--- src/rtl/dma_arbiter.sv ---
// dma_arbiter: memory-to-memory block-copy engine for the 65C02 SoC bus.
//
// While it owns the bus it holds the CPU with cpu_rdy=0. The top-level mux
// selects dma_addr/dma_we/dma_do whenever bus_grant=1. Each byte takes
// RD (present SRC), LATCH (synchronous read data arrives), WR (write to DST),
// so a byte costs 3 clk plus 1 clk of grant overhead per bus tenure.
//
// Register map (rs):
//   0 SRC_L, 1 SRC_H, 2 DST_L, 3 DST_H, 4 LEN_L, 5 LEN_H
//   6 CTRL   write: bit0 START, bit1 IE, bit2 INC_SRC, bit3 ABORT
//            read : {4'b0, 1'b0, INC_SRC, IE, 1'b0}
//   7 STATUS read : {5'b0, ABORTED, DONE, BUSY}; a read clears DONE/ABORTED
//
// Ports:
//   clk, reset        clock, asynchronous active-high reset
//   cs, we, rs        register select, write strobe, register index
//   data_in/data_out  CPU write data / combinational register read data
//   bus_di            read data returned by the shared bus mux
//   cpu_rdy           0 stalls the CPU
//   bus_grant         1 = DMA drives dma_addr/dma_we/dma_do onto the bus
//   irq_n             active-low completion interrupt
//
// Optional feature: define DMA_IRQ_EN to drive irq_n low while DONE and IE are
// both set. Without it irq_n is tied high and IE is only stored.

module dma_arbiter #(
  parameter int unsigned ADDR_W = 16,
  parameter int unsigned LEN_W  = 16,
  parameter int unsigned BURST  = 8
) (
  input  logic              clk,
  input  logic              reset,
  input  logic              cs,
  input  logic              we,
  input  logic [2:0]        rs,
  input  logic [7:0]        data_in,
  output logic [7:0]        data_out,
  input  logic [7:0]        bus_di,
  output logic              cpu_rdy,
  output logic              bus_grant,
  output logic [ADDR_W-1:0] dma_addr,
  output logic              dma_we,
  output logic [7:0]        dma_do,
  output logic              irq_n
);

  localparam int unsigned BurstW = (BURST > 0) ? $clog2(BURST + 1) : 1;

  typedef enum logic [2:0] {
    StIdle,
    StGrant,
    StRd,
    StLatch,
    StWr,
    StYield,
    StFinish
  } state_e;

  state_e            state_q;
  logic [ADDR_W-1:0] src_q;
  logic [ADDR_W-1:0] dst_q;
  logic [LEN_W-1:0]  len_q;
  logic [BurstW-1:0] burst_q;
  logic              ie_q;
  logic              inc_src_q;
  logic              busy_q;
  logic              done_q;
  logic              aborted_q;
  logic              abort_pend_q;

  logic              reg_wr;
  logic              sts_rd;
  logic [15:0]       src16;
  logic [15:0]       dst16;
  logic [15:0]       len16;
  logic [ADDR_W-1:0] src_nxt;
  logic [ADDR_W-1:0] dst_nxt;
  logic [BurstW-1:0] burst_nxt;
  logic              burst_end;

  always_comb begin
    reg_wr    = cs & we;
    sts_rd    = cs & ~we & (rs == 3'd7);
    // 16-bit views for the byte-wide register window
    src16     = 16'(src_q);
    dst16     = 16'(dst_q);
    len16     = 16'(len_q);
    src_nxt   = inc_src_q ? (src_q + ADDR_W'(1)) : src_q;
    dst_nxt   = dst_q + ADDR_W'(1);
    burst_nxt = burst_q + BurstW'(1);
    burst_end = (BURST != 0) && (burst_nxt == BurstW'(BURST));
  end

  always_comb begin
    data_out = 8'h00;
    case (rs)
      3'd0: data_out = src16[7:0];
      3'd1: data_out = src16[15:8];
      3'd2: data_out = dst16[7:0];
      3'd3: data_out = dst16[15:8];
      3'd4: data_out = len16[7:0];
      3'd5: data_out = len16[15:8];
      3'd6: data_out = {5'b00000, inc_src_q, ie_q, 1'b0};
      3'd7: data_out = {5'b00000, aborted_q, done_q, busy_q};
    endcase
  end

`ifdef DMA_IRQ_EN
  assign irq_n = ~(done_q & ie_q);
`else
  assign irq_n = 1'b1;
`endif

  always_ff @(posedge clk or posedge reset) begin
    if (reset) begin
      state_q      <= StIdle;
      src_q        <= '0;
      dst_q        <= '0;
      len_q        <= '0;
      burst_q      <= '0;
      ie_q         <= 1'b0;
      inc_src_q    <= 1'b0;
      busy_q       <= 1'b0;
      done_q       <= 1'b0;
      aborted_q    <= 1'b0;
      abort_pend_q <= 1'b0;
      cpu_rdy      <= 1'b1;
      bus_grant    <= 1'b0;
      dma_addr     <= '0;
      dma_we       <= 1'b0;
      dma_do       <= 8'h00;
    end else begin
      if (sts_rd) begin
        done_q    <= 1'b0;
        aborted_q <= 1'b0;
      end

      // ABORT is only latched here; it is acted on at the next GRANT
      if (reg_wr && busy_q && (rs == 3'd6) && data_in[3]) begin
        abort_pend_q <= 1'b1;
      end

      unique case (state_q)
        StIdle: ;
        StGrant: begin
          if (abort_pend_q) begin
            state_q      <= StIdle;
            abort_pend_q <= 1'b0;
            busy_q       <= 1'b0;
            aborted_q    <= 1'b1;
            cpu_rdy      <= 1'b1;
          end else begin
            state_q   <= StRd;
            bus_grant <= 1'b1;
            dma_addr  <= src_q;
          end
        end
        StRd: state_q <= StLatch;
        StLatch: begin
          state_q  <= StWr;
          dma_do   <= bus_di;
          dma_addr <= dst_q;
          dma_we   <= 1'b1;
        end
        StWr: begin
          dma_we  <= 1'b0;
          src_q   <= src_nxt;
          dst_q   <= dst_nxt;
          len_q   <= len_q - LEN_W'(1);
          burst_q <= burst_nxt;
          if (len_q == LEN_W'(1)) begin
            state_q   <= StFinish;
            cpu_rdy   <= 1'b1;
            bus_grant <= 1'b0;
            busy_q    <= 1'b0;
            done_q    <= 1'b1;
          end else if (burst_end) begin
            state_q   <= StYield;
            cpu_rdy   <= 1'b1;
            bus_grant <= 1'b0;
            burst_q   <= '0;
          end else begin
            state_q  <= StRd;
            dma_addr <= src_nxt;
          end
        end
        StYield: begin
          state_q <= StGrant;
          cpu_rdy <= 1'b0;
        end
        StFinish: state_q <= StIdle;
        default: state_q <= StIdle;
      endcase

      // Programming is locked out while a transfer is in flight
      if (reg_wr && !busy_q) begin
        case (rs)
          3'd0: src_q <= ADDR_W'({src16[15:8], data_in});
          3'd1: src_q <= ADDR_W'({data_in, src16[7:0]});
          3'd2: dst_q <= ADDR_W'({dst16[15:8], data_in});
          3'd3: dst_q <= ADDR_W'({data_in, dst16[7:0]});
          3'd4: len_q <= LEN_W'({len16[15:8], data_in});
          3'd5: len_q <= LEN_W'({data_in, len16[7:0]});
          3'd6: begin
            ie_q      <= data_in[1];
            inc_src_q <= data_in[2];
            if (data_in[0]) begin
              if (len_q == '0) begin
                done_q <= 1'b1;
              end else begin
                state_q <= StGrant;
                busy_q  <= 1'b1;
                cpu_rdy <= 1'b0;
                burst_q <= '0;
              end
            end
          end
          default: ;
        endcase
      end
    end
  end

endmodule

--- config.mk ---
export PLATFORM = sky130hd
export DESIGN_NAME = dma_arbiter
export DESIGN_NICKNAME = d
export VERILOG_FILES = /design/src/rtl/dma_arbiter.sv
export SDC_FILE = /design/constraint.sdc
export NUM_CORES = 1
export LEC_CHECK = 0
export ABC_AREA = 1
export CAP_MARGIN = 20
export CORE_MARGIN = 2
export CORE_UTILIZATION = 57
export DETAILED_ROUTE_END_ITERATION = 16
export PLACE_DENSITY_LB_ADDON = 0.15
export RECOVER_POWER = 100
export SKIP_LAST_GASP = 1
export SLEW_MARGIN = 10
export SYNTH_ARGS = -nofsm -noshare
export SYNTH_HDL_FRONTEND = slang
export SYNTH_SLANG_ARGS = --single-unit
--- constraint.sdc ---
create_clock -name clk -period 5.8 [get_ports clk]
set_input_delay 1.16 -clock clk [delete_from_list [all_inputs] [get_ports clk]]
set_output_delay 1.16 -clock clk [all_outputs]
set_load 0.005 [all_outputs]
==> results.json <==
{
  "status": "complete, but fails checks",
  "violations": "max-capacitance violations, max-slew violations",
  "synthArstFlopShare_pct": 100.0,
  "drtIter0Drc": 642,
  "muxShareOfSynthArea_pct": 0,
  "port_buffers": 57,
  "post-route-min-period_ns": 4.870,
  "grt_pass1_wl_um": 30690,
  "synthTopCellsByCount": "276 x nand2_1, 106 x inv_1, 87 x dfrtp_1",
  "fmax_ghz": 0.2053,
  "cp-end-kind": "output port",
  "cts_setup_buffers": 0,
  "overflow": 0,
  "slew-limit-headroom_pct": -27.21,
  "clk_latency_ns": 0.38,
  "synth_edf_count": 0,
  "ys_warn_count": 0,
  "ant_nets": 0,
  "synth_xor_xnor_area_share_pct": 1.760,
  "cp_max_fo": 10,
  "post_dp_cell_area_um2": 6619,
  "synth_top_family_by_area": "simple AND/OR/NAND/NOR gates",
  "synthAdderAreaFrac_pct": 1.467,
  "setup-violations-final": 0,
  "synth.distinct_cells": 47,
  "clock_sinks": 88,
  "firstDrtPassIters": 7,
  "core_area_um2": 10230,
  "crit_top_cell": "dlygate4sd3_1",
  "cts_repair_resize_count": 0,
  "grt_pass1_vias": 5793,
  "fin_crit_sh_pct": 83.97,
  "die_h_um": 106.4,
  "synth_top_cell_area_share_pct": 36.46,
  "yosys.area_share.simple_pct": 35.41,
  "drive_gt1_share_pct": 5.580,
  "critPathLaunchType": "primary input",
  "htreeDepth": 3,
  "ys_seq_area_share_pct": 36.90,
  "critPathRequiredTime_ns": 4.64,
  "antenna_found_initial": 0,
  "worstReg2RegEnd": "dma_addr[1]",
  "synthFlopType": "dfrtp_1",
  "cts_hold_buf": 0,
  "r2r-start": "state_q[0]",
  "clock-root-buffer": "clkbuf_8",
  "r2r_slack_ns": 1.31,
  "wl_per_cell_um": 18.37,
  "dp_slack_ns": 1.397,
  "hpwl_um": 14410,
  "fin_nets": 939,
  "rows": 37,
  "gp_congestion": 1.003,
  "track_usage_pct": 35.21,
  "yosys-top-cells-area": "dfrtp_1 36%, nand2_1 17%, inv_1 6.7%",
  "maxCapViolations": 2,
  "clock-skew-final_ns": 0.01036,
  "path_cells": "dlygate4sd3_1 > inv_4 > nor2_1 > a21oi_1 > o211ai_1 > dlygate4sd3_1",
  "slew_violations": 80,
  "crit_start": "rs[0]",
  "design.die.area_um2": 11310,
  "die_width_um": 106.4,
  "syn2layout_area_growth_pct": 12.86,
  "wl_um": 19290,
  "setup_ws_ns": 0.9297,
  "critPathKind": "primary input to output port",
  "diodes": 0,
  "via_count": 6283,
  "fin_hold_ws_ns": 0.4741,
  "drc": 0,
  "hold_depth": 2,
  "p_leak_nw": 3.354,
  "clk_path_buf_depth": 2,
  "critPathMaxStageDelay_ns": 0.80,
  "crit_end": "data_out[2]",
  "reg2reg_depth": 7,
  "powerDensity_nw_per_um2": 481.9,
  "synthCells": 858,
  "cts_tree": "yes",
  "vdd_drop_max_v": 0.0002842,
  "synth_area_per_cell_um2": 6.960,
  "clk_pin_slew_worst_paths_ns": 0.10,
  "synth_nets": 888,
  "numCtsBuffers": 9,
  "yosysMostFrequentCell": "nand2_1",
  "hold_violations": 0,
  "critPathSlowestCell": "dlygate4sd3_1",
  "crit_arrival_ns": 3.71,
  "grt_max_degree": 46,
  "boundaryPins": 59,
  "rsz0062_at_grt": "false",
  "synth-seq-cells": 88,
  "synth_area_leader_cell": "dfrtp_1",
  "synth_compound_area_share_pct": 14.69,
  "worst_pin_slew_ns": 1.898,
  "hold_class": "flop to flop",
  "start_util_pct": 58.37,
  "netlist_area_um2": 5972,
  "fin_area_um2": 6740,
  "fin_tns_setup_ns": 0,
  "vias_per_cell": 5.984
}
## through the flow
| step | cells | util, % | power, mW |
|---|---|---|---|
| floorplan | 858 | - | 2.194 |
| global placement | 1034 | 64.69 | 2.777 |
| detailed placement | 1034 | 64.69 | 2.819 |
| CTS | 1050 | 66.71 | 3.279 |
| global route | 1050 | 65.88 | 3.482 |
| finish | 1050 | 65.88 | 3.248 |
## cell families after synthesis
group / count (synthesis)
AND/OR/NAND/NOR: 469
AO/OA/AOI/OAI: 142
buffers and inverters: 139
flip-flops: 88
XOR/XNOR: 12
adder cells (fa/ha/maj): 7
other: 1
## cells in the final DEF (no fill, tap or decap), types with 7 or more instances in the layout
master,instances
ha_1,7
dfrtp_1,87
nor2_1,72
inv_1,107
o21ai_0,28
xor2_1,11
o22ai_1,31
clkbuf_8,9
nand3_1,76
a31oi_1,12
nand2_1,278
nor3_1,8
o211ai_1,7
clkdlybuf4s50_1,20
inv_2,8
nand4_1,10
a21oi_1,34
dlygate4sd3_1,37
o221ai_1,7
o2111ai_1,7
## state kept, by name, summed over array words and instances (netlist names), 3 cells and up
signal and flops:
dst16 16, burst_q 4, dma_do 8, dma_addr 16
src16 16, state_q 3, len16 16
## layout make-up
| cell class | count | area [um2] |
|---|---|---|
| fillers | 951 | 3491 |
| repair buffers | 59 | 581.8 |
| multi-input cells | 631 | 3107 |
| inverters | 120 | 471.7 |
| clock inverters | 7 | 82.58 |
| clock buffers | 9 | 123.9 |
| well taps | 136 | 170.2 |
| flip-flops and latches | 88 | 2203 |
## where the power goes
group | total (mW) | switching, mW | internal, mW
clock network | 0.464 | 0.259 | 0.205
registers | 1.26 | 0.356 | 0.903
logic | 1.53 | 0.945 | 0.581
total | 3.25 | 1.56 | 1.69
## routing by layer
| layer | part of all wire, % | routed length (um) | vias up | global-route usage [%] |
|---|---|---|---|---|
| li1 | - | - | 2917 | - |
| met1 | 41 | 7909 | 2922 | 48.70 |
| met2 | 45 | 8762 | 376 | 54.99 |
| met3 | 9.6 | 1847 | 68 | 6.193 |
| met4 | 4.0 | 767 | 0 | 13.91 |
| met5 | 0 | 0 | - | 0 |
## worst min path at each step
stage | start | endpoint
final | dma_addr[12] | dma_addr[12]
after global routing | dma_do[2] | dma_do[2]
after CTS | dma_addr[15] | dma_addr[15]
after detailed placement | dma_addr[15] | dma_addr[15]
after global placement | dma_addr[2] | dma_addr[2]
after floorplan | aborted_q | aborted_q
## worst max-delay path: cells and delay by family
family / cells / cell delay, ns
AO/OA/AOI/OAI: 2 / 0.38
buffers and inverters: 3 / 1.55
AND/OR/NAND/NOR: 1 / 0.62
No activity file was read; power rests on OpenSTA's default activity.
